<file path="src/rtl/arbiter_pkg.sv">
// Shared constants, FSM encoding and bus-unpack helper for the write-port arbiter.
package arbiter_pkg;

    localparam logic MODE_SP  = 1'b0;
    localparam logic MODE_WRR = 1'b1;

    typedef enum logic {
        ST_IDLE  = 1'b0,
        ST_GRANT = 1'b1
    } state_t;

    localparam int unsigned FIELD_MAX_W = 8;
    localparam int unsigned BUS_MAX_W   = 256;

    // Extract field idx of width w from a packed per-port bus.
    function automatic logic [FIELD_MAX_W-1:0] unpack_field(
        input logic [BUS_MAX_W-1:0] bus,
        input int unsigned          idx,
        input int unsigned          w
    );
        logic [BUS_MAX_W-1:0]   shifted;
        logic [FIELD_MAX_W-1:0] mask;
        shifted = bus >> (idx * w);
        mask    = FIELD_MAX_W'((BUS_MAX_W'(1) << w) - BUS_MAX_W'(1));
        return FIELD_MAX_W'(shifted) & mask;
    endfunction

endpackage

</file>
<file path="src/rtl/arbiter_core_wrr_rr_pick.sv">
// Rotating first-one finder: first set bit of mask at or above ptr, wrapping to 0.
module rr_pick #(
    parameter int unsigned NUM_PORTS = 16,
    parameter int unsigned IDX_W     = $clog2(NUM_PORTS)
) (
    input  logic [NUM_PORTS-1:0] mask,
    input  logic [IDX_W-1:0]     ptr,
    output logic                 found,
    output logic [IDX_W-1:0]     idx
);

    logic [IDX_W-1:0] cand;

    always_comb begin
        found = 1'b0;
        idx   = '0;
        cand  = '0;
        for (int unsigned k = 0; k < NUM_PORTS; k++) begin
            cand = IDX_W'((32'(ptr) + k) % NUM_PORTS);
            if (!found && mask[cand]) begin
                found = 1'b1;
                idx   = cand;
            end
        end
    end

endmodule

</file>
<file path="src/rtl/arbiter_core_wrr.sv">
// Per-packet write-port arbiter: strict priority or credit-based weighted round robin,
// grant held until the granted port signals done.
module arbiter_core_wrr
    import arbiter_pkg::*;
#(
    parameter int unsigned NUM_PORTS = 16,
    parameter int unsigned PRI_W     = 3,
    parameter int unsigned WGT_W     = 4
) (
    input  logic                       clk,
    input  logic                       rst,
    input  logic                       sp0_wrr1,
    input  logic [NUM_PORTS-1:0]       req,
    input  logic [NUM_PORTS*PRI_W-1:0] priority_in,
    input  logic [NUM_PORTS*WGT_W-1:0] weight_in,
    input  logic                       done,
    output logic                       grant_valid,
    output logic [$clog2(NUM_PORTS)-1:0] grant_port,
    output logic [NUM_PORTS-1:0]       grant_onehot
);

    localparam int unsigned IDX_W = $clog2(NUM_PORTS);

    state_t               state, state_nxt;
    logic                 valid_nxt;
    logic [IDX_W-1:0]     port_nxt;
    logic [NUM_PORTS-1:0] onehot_nxt;

    logic [PRI_W-1:0]     pri        [NUM_PORTS];
    logic [WGT_W-1:0]     wgt_raw    [NUM_PORTS];
    logic [WGT_W-1:0]     wgt_load   [NUM_PORTS];
    logic [WGT_W-1:0]     credit     [NUM_PORTS];
    logic [WGT_W-1:0]     credit_cur [NUM_PORTS];
    logic [WGT_W-1:0]     credit_nxt [NUM_PORTS];

    logic [IDX_W-1:0]     ptr, ptr_nxt, scan_ptr;
    logic                 last_mode, last_mode_nxt;
    logic                 wrr_enter;
    logic [NUM_PORTS-1:0] pre_mask;
    logic                 pre_found, post_found;
    logic [IDX_W-1:0]     pre_idx, post_idx, win_idx;

    logic [IDX_W-1:0]     sp_idx;
    logic [PRI_W-1:0]     sp_best;
    logic                 sp_have;

    // Field unpack; entering WRR from SP arbitrates on freshly reloaded credits from port 0.
    always_comb begin
        wrr_enter = (sp0_wrr1 == MODE_WRR) && (last_mode == MODE_SP);
        scan_ptr  = wrr_enter ? '0 : ptr;
        pre_mask  = '0;
        for (int unsigned i = 0; i < NUM_PORTS; i++) begin
            pri[i]        = PRI_W'(unpack_field(BUS_MAX_W'(priority_in), i, PRI_W));
            wgt_raw[i]    = WGT_W'(unpack_field(BUS_MAX_W'(weight_in), i, WGT_W));
            wgt_load[i]   = (wgt_raw[i] == '0) ? WGT_W'(1) : wgt_raw[i];
            credit_cur[i] = wrr_enter ? wgt_load[i] : credit[i];
            pre_mask[i]   = req[i] && (credit_cur[i] != '0);
        end
    end

    // Strict '>' keeps the lowest index on priority ties.
    always_comb begin
        sp_idx  = '0;
        sp_best = '0;
        sp_have = 1'b0;
        for (int unsigned i = 0; i < NUM_PORTS; i++) begin
            if (req[i] && (!sp_have || pri[i] > sp_best)) begin
                sp_have = 1'b1;
                sp_best = pri[i];
                sp_idx  = IDX_W'(i);
            end
        end
    end

    rr_pick #(.NUM_PORTS(NUM_PORTS)) u_pick_pre (
        .mask  (pre_mask),
        .ptr   (scan_ptr),
        .found (pre_found),
        .idx   (pre_idx)
    );

    // After a reload every requester has credit, so the raw request mask is eligible.
    rr_pick #(.NUM_PORTS(NUM_PORTS)) u_pick_post (
        .mask  (req),
        .ptr   (scan_ptr),
        .found (post_found),
        .idx   (post_idx)
    );

    always_comb begin
        state_nxt     = state;
        valid_nxt     = grant_valid;
        port_nxt      = grant_port;
        onehot_nxt    = grant_onehot;
        credit_nxt    = credit;
        ptr_nxt       = ptr;
        last_mode_nxt = last_mode;
        win_idx       = '0;
        unique case (state)
            ST_IDLE: begin
                if (req != '0) begin
                    state_nxt     = ST_GRANT;
                    valid_nxt     = 1'b1;
                    last_mode_nxt = sp0_wrr1;
                    if (sp0_wrr1 == MODE_SP) begin
                        win_idx = sp_idx;
                    end else begin
                        if (pre_found) begin
                            win_idx    = pre_idx;
                            credit_nxt = credit_cur;
                        end else begin
                            win_idx    = post_idx;
                            credit_nxt = wgt_load;
                        end
                        if (credit_nxt[win_idx] != '0)
                            credit_nxt[win_idx] = credit_nxt[win_idx] - WGT_W'(1);
                        ptr_nxt = (credit_nxt[win_idx] == '0 || !post_found)
                                  ? IDX_W'((32'(win_idx) + 32'd1) % NUM_PORTS)
                                  : win_idx;
                    end
                    port_nxt   = win_idx;
                    onehot_nxt = NUM_PORTS'(1) << win_idx;
                end
            end
            ST_GRANT: begin
                if (done) begin
                    state_nxt  = ST_IDLE;
                    valid_nxt  = 1'b0;
                    port_nxt   = '0;
                    onehot_nxt = '0;
                end
            end
            default: state_nxt = ST_IDLE;
        endcase
    end

    always_ff @(posedge clk or posedge rst) begin
        if (rst) begin
            state        <= ST_IDLE;
            grant_valid  <= 1'b0;
            grant_port   <= '0;
            grant_onehot <= '0;
            ptr          <= '0;
            last_mode    <= MODE_SP;
            for (int unsigned i = 0; i < NUM_PORTS; i++)
                credit[i] <= '0;
        end else begin
            state        <= state_nxt;
            grant_valid  <= valid_nxt;
            grant_port   <= port_nxt;
            grant_onehot <= onehot_nxt;
            ptr          <= ptr_nxt;
            last_mode    <= last_mode_nxt;
            credit       <= credit_nxt;
        end
    end

endmodule

</file>
<file path="config.mk">
export PLATFORM = sky130hd
export DESIGN_NAME = arbiter_core_wrr
export DESIGN_NICKNAME = d
export VERILOG_FILES = /design/src/rtl/arbiter_pkg.sv /design/src/rtl/arbiter_core_wrr_rr_pick.sv /design/src/rtl/arbiter_core_wrr.sv
export SDC_FILE = /design/constraint.sdc
export NUM_CORES = 1
export LEC_CHECK = 0
export ABC_AREA = 1
export CAP_MARGIN = 20
export CORE_UTILIZATION = 30
export CTS_BUF_LIST = sky130_fd_sc_hd__clkbuf_8
export CTS_CLUSTER_SIZE = 30
export DETAILED_ROUTE_END_ITERATION = 12
export PLACE_DENSITY = 0.48
export SETUP_SLACK_MARGIN = 0.05
export SYNTH_ARGS = -nofsm -noshare
export SYNTH_HDL_FRONTEND = slang
export SYNTH_SLANG_ARGS = --single-unit
</file>
<file path="constraint.sdc">
create_clock -name clk -period 7.4 [get_ports clk]
set_clock_uncertainty 0.1 [all_clocks]
set_input_delay 0.74 -clock clk [delete_from_list [all_inputs] [get_ports clk]]
set_output_delay 0.74 -clock clk [all_outputs]
set_load 0.01 [all_outputs]
</file>
==> results.toml, run 1 <==
[run_status]
outcome = "complete, but fails checks"
failed_checks = "negative setup slack"

[route]
avgRoutedWirePerCell_um = 16.40
num_vias = 16960
post-route-drc-count = 0
vias_per_cell = 4.980
drt_pass1_iterations = 5
drtIter0Drc = 1021
ant_nets = 0
routed_wirelength_mm = 55.87

[worst_setup_path]
timing_worst_setup_path_type = "in2reg"
worstSetupEndpointType = "flip-flop"
critPathSlowestCell = "ha_1"
critical_path.max_fanout = 7
critical_path_most_common_cell = "nand2_2"
crit_path_start_kind = "primary input"
worstPathRequired_ps = 7670
timing.critical_path.slowest_cell_delay_ps = 310
cp.arrival_ps = 16050

[clock_network]
htreeDepth = 3
clkSinkCount = 91
cts-buffers-inserted = 9
clockRootBuffer = "clkbuf_8"
maximum_clock_path_buffer_count = 2
clock_tree_from_tritoncts = "built"
clk_transition_reported_paths_ps = 110
worst_skew_pair.late_latency_ps = 440

[sta]
finalSetupViolations = 20
grt_setup_unrepaired = "true"
report.final.hold_viol_count = 0
slew_headroom_pct = 51.16
timing.final.crit_period_ps = 15780
finalMaxSlewViolations = 0
fmax_ghz = 0.06337
transition_at_the_pin_with_the_smallest_max_transition_slack_ps = 725.0
period_share_pct = 213.2
final_critical_path_setup_slack_ps = -8380
setup_total_negative_slack_ps = -166200

[finish]
number_of_nets_at_the_end_of_the_flow = 3043
insertedDiodeCount = 0
drive_gt1_share_pct = 23.93
layout-area-overhead-vs-synth_pct = 47.21

[yosys]
yosys-top-cells-count = "898 x nand2_1, 279 x nand3_1, 220 x o21ai_0, 215 x inv_1, 200 x nor2_1"
yosys.cell_count.top_type = "nand2_1"
synth-seq-area-share_pct = 17.69
yosys.area.top_type_share_pct = 26.18
synthArstFlopShare_pct = 100.0
post_synth_num_cell_types = 45
netlist_area_mm2 = 0.01287
post_synth_main_area_contributors = "nand2_1 26%, dfrtp_1 18%, nand3_1 11%"
postSynthCellCount = 2345
synthesized_flop_and_latch_total = 91
syn_avg_cell_area_um2 = 5.490
synth_warnings = 0
yosys_most_used_dff = "dfrtp_1"
yosys.area.top_type = "nand2_1"
synth_edf_count = 0
synth_nets = 2526

[grt]
grt_pass1_wl_mm = 88.08
maximum_number_of_pins_on_one_net_before_global_route_repair = 78
grt.overflow.total = 0
grt_pass1_vias = 16400
gr-usage-all-layers_pct = 25.66
initial_antenna_violation_count = 1

[floorplan]
placementRows = 75
dieWidth_um = 209.2
die_area_mm2 = 0.04374
ioPinCount = 153
die_h_um = 209.2
std_cell_core_area_mm2 = 0.04213
starting_density_pct = 30.55

[placement]
dp_hpwl_mm = 45.15
io_buffer_count = 152
gp_congestion = 0.9816

[min_path]
hp-class = "reg2reg"

[run]
drv_cap = 0
==> area by class of cell <==
cell class | instances | area [um^2]
clock buffer | 9 | 123.9
clock inverter | 7 | 67.56
fill | 4537 | 23180
inverter | 233 | 887.1
multi-input combinational | 1920 | 9769
sequential | 91 | 2278
tap | 539 | 674.4
timing repair buffer | 607 | 5150
==> worst max-delay path, delay by kind of cell <==
kind | cells | cell delay, ps
compound gates | 40 | 3720
fa+ha+maj | 15 | 4140
buf+inv | 17 | 960
simple gates | 72 | 6400
==> cell families (layout without fill, tap and decap cells) <==
logic type	after synthesis	in the layout	share of synthesized area, %
and+or+nand+nor	1497	1497	50.12
AOI/OAI and AO/OA	364	364	14.94
buffers and inverters	334	856	11.58
DFF	91	91	17.69
adders and majority gates	49	49	4.762
xor gates and xnor gates	10	10	0.9137
==> placed cells by master (no fill, tap or decap), types with 4 or more instances in the layout <==
master and count:
dfrtp_1 90, xor2_1 5, a21oi_2 8, a31oi_1 34, o21a_1 4, nand3_2 29, nand2_4 22, clkinv_1 5
buf_2 4, buf_6 8, o21ai_2 28, clkdlybuf4s50_1 144, nor2_4 14, o21ai_0 157, nand2_1 848, nor2_2 10
nor2_1 193, o21ai_1 101, a21oi_1 16, inv_2 20, buf_4 433, nand3b_1 12, ha_1 39, nand3_1 261
buf_12 16, ha_4 8, inv_1 204, clkbuf_8 9, nand2_2 40, nor3_1 10, nand4_1 45
==> flip-flops by register name (all words and copies together), names as in the netlist <==
| signal | count |
|---|---|
| grant_port | 4 |
| credit | 64 |
| grant_onehot | 16 |
| ptr | 4 |
| last_mode | 1 |
| grant_valid | 1 |
| state | 1 |
==> metrics by stage <==
step / instance area, um^2 / util, % / hold WS, ps / worst slack, ps / instances
after floorplan: 13080 / - / 349.3 / -8051 / 2345
after global placement: 17770 / 42.17 / 357.8 / -9182 / 3323
after detailed placement: 17770 / 42.17 / 358.6 / -9885 / 3323
after CTS: 18670 / 44.32 / 387.3 / -7923 / 3397
after global routing: 18950 / 44.98 / 408.1 / -9534 / 3406
final: 18950 / 44.98 / 386.5 / -8380 / 3406
==> worst paths after layout <==
| kind | slack [ps] | from | end | cells after the start |
|---|---|---|---|---|
| worst max register to register | 640 | last_mode$_DFFE_PP0P_ | ptr[1]$_DFFE_PP0P_ | 45 |
| worst max-delay path | -8380 | req[0] | grant_onehot[4]$_DFFE_PP0P_ | 144 |
| worst min-delay path | 390 | grant_valid$_DFFE_PP0P_ | grant_valid$_DFFE_PP0P_ | 2 |
| min in group asynchronous | 570 | rst | credit[4]$_DFFE_PP0P_ | 2 |
| worst min register to register | 390 | grant_valid$_DFFE_PP0P_ | grant_valid$_DFFE_PP0P_ | 2 |
| max in group asynchronous | 5450 | rst | last_mode$_DFFE_PP0P_ | 3 |
==> layer usage <==
metal  vias to the layer above  global-route usage (%)  wire (um)  part of all wire [%]
li1                       8670                       -          -                     -
met1                      7785                   31.70      24420                    44
met2                       396                   45.46      27370                    49
met3                       108                   1.909       1908                   3.4
met4                         2                   11.41       2150                   3.8
met5                         -                       0         13                 0.023
==> what timing repair did <==
item                       in CTS  in global routing
setup endpoints to repair      22                 24
resized for setup             121                 60
hold buffers                    0                  0
pin swaps                      98                 68
setup buffers                  58                  9
Power of run 1 is not shown: default switching activity piles up to over one toggle a cycle in this logic, so the estimate is an artifact.
==> run 2, diff against run 1 <==
--- a/config.mk
+++ b/config.mk
@@ -9,10 +9,12 @@
 export CAP_MARGIN = 20
 export CORE_UTILIZATION = 30
 export CTS_BUF_LIST = sky130_fd_sc_hd__clkbuf_8
+export CTS_CLUSTER_DIAMETER = 60
 export CTS_CLUSTER_SIZE = 30
 export DETAILED_ROUTE_END_ITERATION = 12
-export PLACE_DENSITY = 0.48
+export PLACE_DENSITY = 0.56
 export SETUP_SLACK_MARGIN = 0.05
 export SYNTH_ARGS = -nofsm -noshare
 export SYNTH_HDL_FRONTEND = slang
+export SYNTH_HIERARCHICAL = 1
 export SYNTH_SLANG_ARGS = --single-unit
==> results.toml, run 2 <==
[run_status]
failed_checks = "negative setup slack"
outcome = "complete, but fails checks"

[worst_setup_path]
worstPathRequired_ps = 7620
timing.critical_path.slowest_cell_delay_ps = 310
worstSetupEndpointType = "flip-flop"
crit_path_start_kind = "primary input"
critical_path_most_common_cell = "nand2_2"
critical_path.max_fanout = 8
cp.arrival_ps = 15980
timing_worst_setup_path_type = "in2reg"
critPathSlowestCell = "ha_1"

[route]
drt_pass1_iterations = 5
avgRoutedWirePerCell_um = 17.00
num_vias = 17390
ant_nets = 0
vias_per_cell = 5.131
routed_wirelength_mm = 57.60
drtIter0Drc = 1168
post-route-drc-count = 0

[floorplan]
placementRows = 74
dieWidth_um = 205.8
starting_density_pct = 30.44
die_h_um = 205.8
std_cell_core_area_mm2 = 0.04092
die_area_mm2 = 0.04235
ioPinCount = 153

[sta]
transition_at_the_pin_with_the_smallest_max_transition_slack_ps = 940.3
finalSetupViolations = 20
grt_setup_unrepaired = "true"
final_critical_path_setup_slack_ps = -8361
fmax_ghz = 0.06345
period_share_pct = 213.0
setup_total_negative_slack_ps = -165960
finalMaxSlewViolations = 0
report.final.hold_viol_count = 0
slew_headroom_pct = 37.16
timing.final.crit_period_ps = 15760

[finish]
largest_register = "credit"
largestRegisters = "credit (64), grant_onehot (16)"
multi_input_comb_area_mm2 = 0.01011
fin_area_mm2 = 0.02078
layout_common_cells = "608 x buf_4, 605 x nand2_1, 209 x nand3_1, 185 x inv_1, 185 x o21ai_0"
final.fill_count = 4061
largest_reg_flops = 64
number_of_nets_at_the_end_of_the_flow = 3039
layout.area.seq_mm2 = 0.002277
finish.utilization_pct = 50.79
layout.cells.most_common = "buf_4"
drive_gt1_share_pct = 34.84
layout-area-overhead-vs-synth_pct = 66.84
finish.cell_count_without_fillers = 3389

[run]
drv_cap = 0

[yosys]
yosys.area.top_type = "nand2_1"
post_synth_num_cell_types = 54
synth-seq-area-share_pct = 18.28
yosys.cell_count.top_type = "nand2_1"
synth_nets = 2313
syn_avg_cell_area_um2 = 5.863
yosys.area.top_type_share_pct = 19.86
synth_edf_count = 0
synthArstFlopShare_pct = 100.0
synth_warnings = 6
synthesized_flop_and_latch_total = 91
netlist_area_mm2 = 0.01246
yosys_most_used_dff = "dfrtp_1"
post_synth_main_area_contributors = "nand2_1 20%, dfrtp_1 18%, o21ai_0 12%"
postSynthCellCount = 2125
yosys-top-cells-count = "659 x nand2_1, 297 x o21ai_0, 237 x nand3_1, 199 x inv_1, 147 x nor2_1"

[clock_network]
htreeDepth = 3
clk_transition_reported_paths_ps = 100
cts-buffers-inserted = 9
maximum_clock_path_buffer_count = 2
ctsHoldBuffers = 0
clockRootBuffer = "clkbuf_8"
clock_tree_from_tritoncts = "built"
worst_skew_pair.late_latency_ps = 390
clkSinkCount = 91

[grt]
grt_pass1_wl_mm = 88.13
grt.overflow.total = 0
maximum_number_of_pins_on_one_net_before_global_route_repair = 57
grt_pass1_vias = 16640
initial_antenna_violation_count = 1
gr-usage-all-layers_pct = 26.54

[placement]
dp_hpwl_mm = 44.74
io_buffer_count = 152
place_inst = 3290
gp_congestion = 0.9936
post_dp_cell_area_mm2 = 0.01887

[min_path]
hp-class = "reg2reg"
-- run 2: cell types whose count changed in the layout (fill, tap and decap cells not counted), moves of 14 or more --
cell | previous run | this run
nand2_1 | 848 | 605
buf_4 | 433 | 608
nor2_1 | 193 | 130
nand3_1 | 261 | 209
a31oi_1 | 34 | 2
o21ai_0 | 157 | 185
nand2_2 | 40 | 65
mux2i_1 | 0 | 23
o21ai_2 | 28 | 50
o21ai_1 | 101 | 81
inv_1 | 204 | 185
o221ai_1 | 0 | 15
a21oi_1 | 16 | 30
-- run 2: critical path: cells and delay by family --
kind | cells | cell delay (ps)
AOI/OAI and AO/OA | 35 | 3280
adders and majority gates | 14 | 3920
buffers and inverters | 25 | 2110
and+or+nand+nor | 68 | 5880
-- run 2: final cells by class --
type,instances,area share (%)
Multi-Input combinational cell,1735,48.63
Clock inverter,6,0.2408
Clock buffer,10,0.6622
Tap cell,532,3.203
Sequential cell,91,10.96
Timing Repair Buffer,792,32.16
Antenna cell,1,0.01204
Inverter,222,4.130
-- run 2: cell families after synthesis --
| kind of cell | Yosys count | share of synthesized area (%) |
|---|---|---|
| AND/OR/NAND/NOR | 1199 | 43.39 |
| XOR/XNOR | 23 | 1.617 |
| adder cells (fa/ha/maj) | 56 | 5.624 |
| multiplexers | 24 | 1.928 |
| flip-flops | 91 | 18.28 |
| AO/OA/AOI/OAI | 432 | 19.32 |
| buffers and inverters | 300 | 9.842 |
-- run 2: final timing paths --
kind / startpoint / end / slack [ps] / cells after the start
setup / recovery: req[0] / grant_onehot[12]$_DFFE_PP0P_ / -8360 / 142
hold / removal: credit[48]$_DFFE_PP0P_ / credit[48]$_DFFE_PP0P_ / 390 / 2
setup reg to reg: last_mode$_DFFE_PP0P_ / ptr[2]$_DFFE_PP0P_ / 170 / 47
hold reg to reg: credit[48]$_DFFE_PP0P_ / credit[48]$_DFFE_PP0P_ / 390 / 2
max in group asynchronous: rst / credit[7]$_DFFE_PP0P_ / 5390 / 3
min in group asynchronous: rst / credit[47]$_DFFE_PP0P_ / 620 / 2
-- run 2: timing repair --
item	4_1_cts	5_1_grt
pin swaps	121	109
gates resized for setup	220	139
setup endpoints to repair	25	24
buffers inserted	62	15
cloned	3	2
-- run 2: stage by stage --
| stage | setup WS (ps) | hold slack, ps |
|---|---|---|
| 2_1_floorplan | -7358 | 343.8 |
| 5_1_grt | -9533 | 400.1 |
| 4_1_cts | -8104 | 388.1 |
| 6_report | -8361 | 390.8 |
| 3_3_place_gp | -8578 | 357.1 |
| 3_5_place_dp | -9440 | 361.2 |
-- run 2: layer usage --
layer | routed length [um] | global-route usage (%)
met1 | 26170 | 35.64
met2 | 25980 | 43.61
met3 | 4092 | 4.957
met4 | 1357 | 6.224
met5 | 0 | 0
Power of run 2 is left out for the same reason.
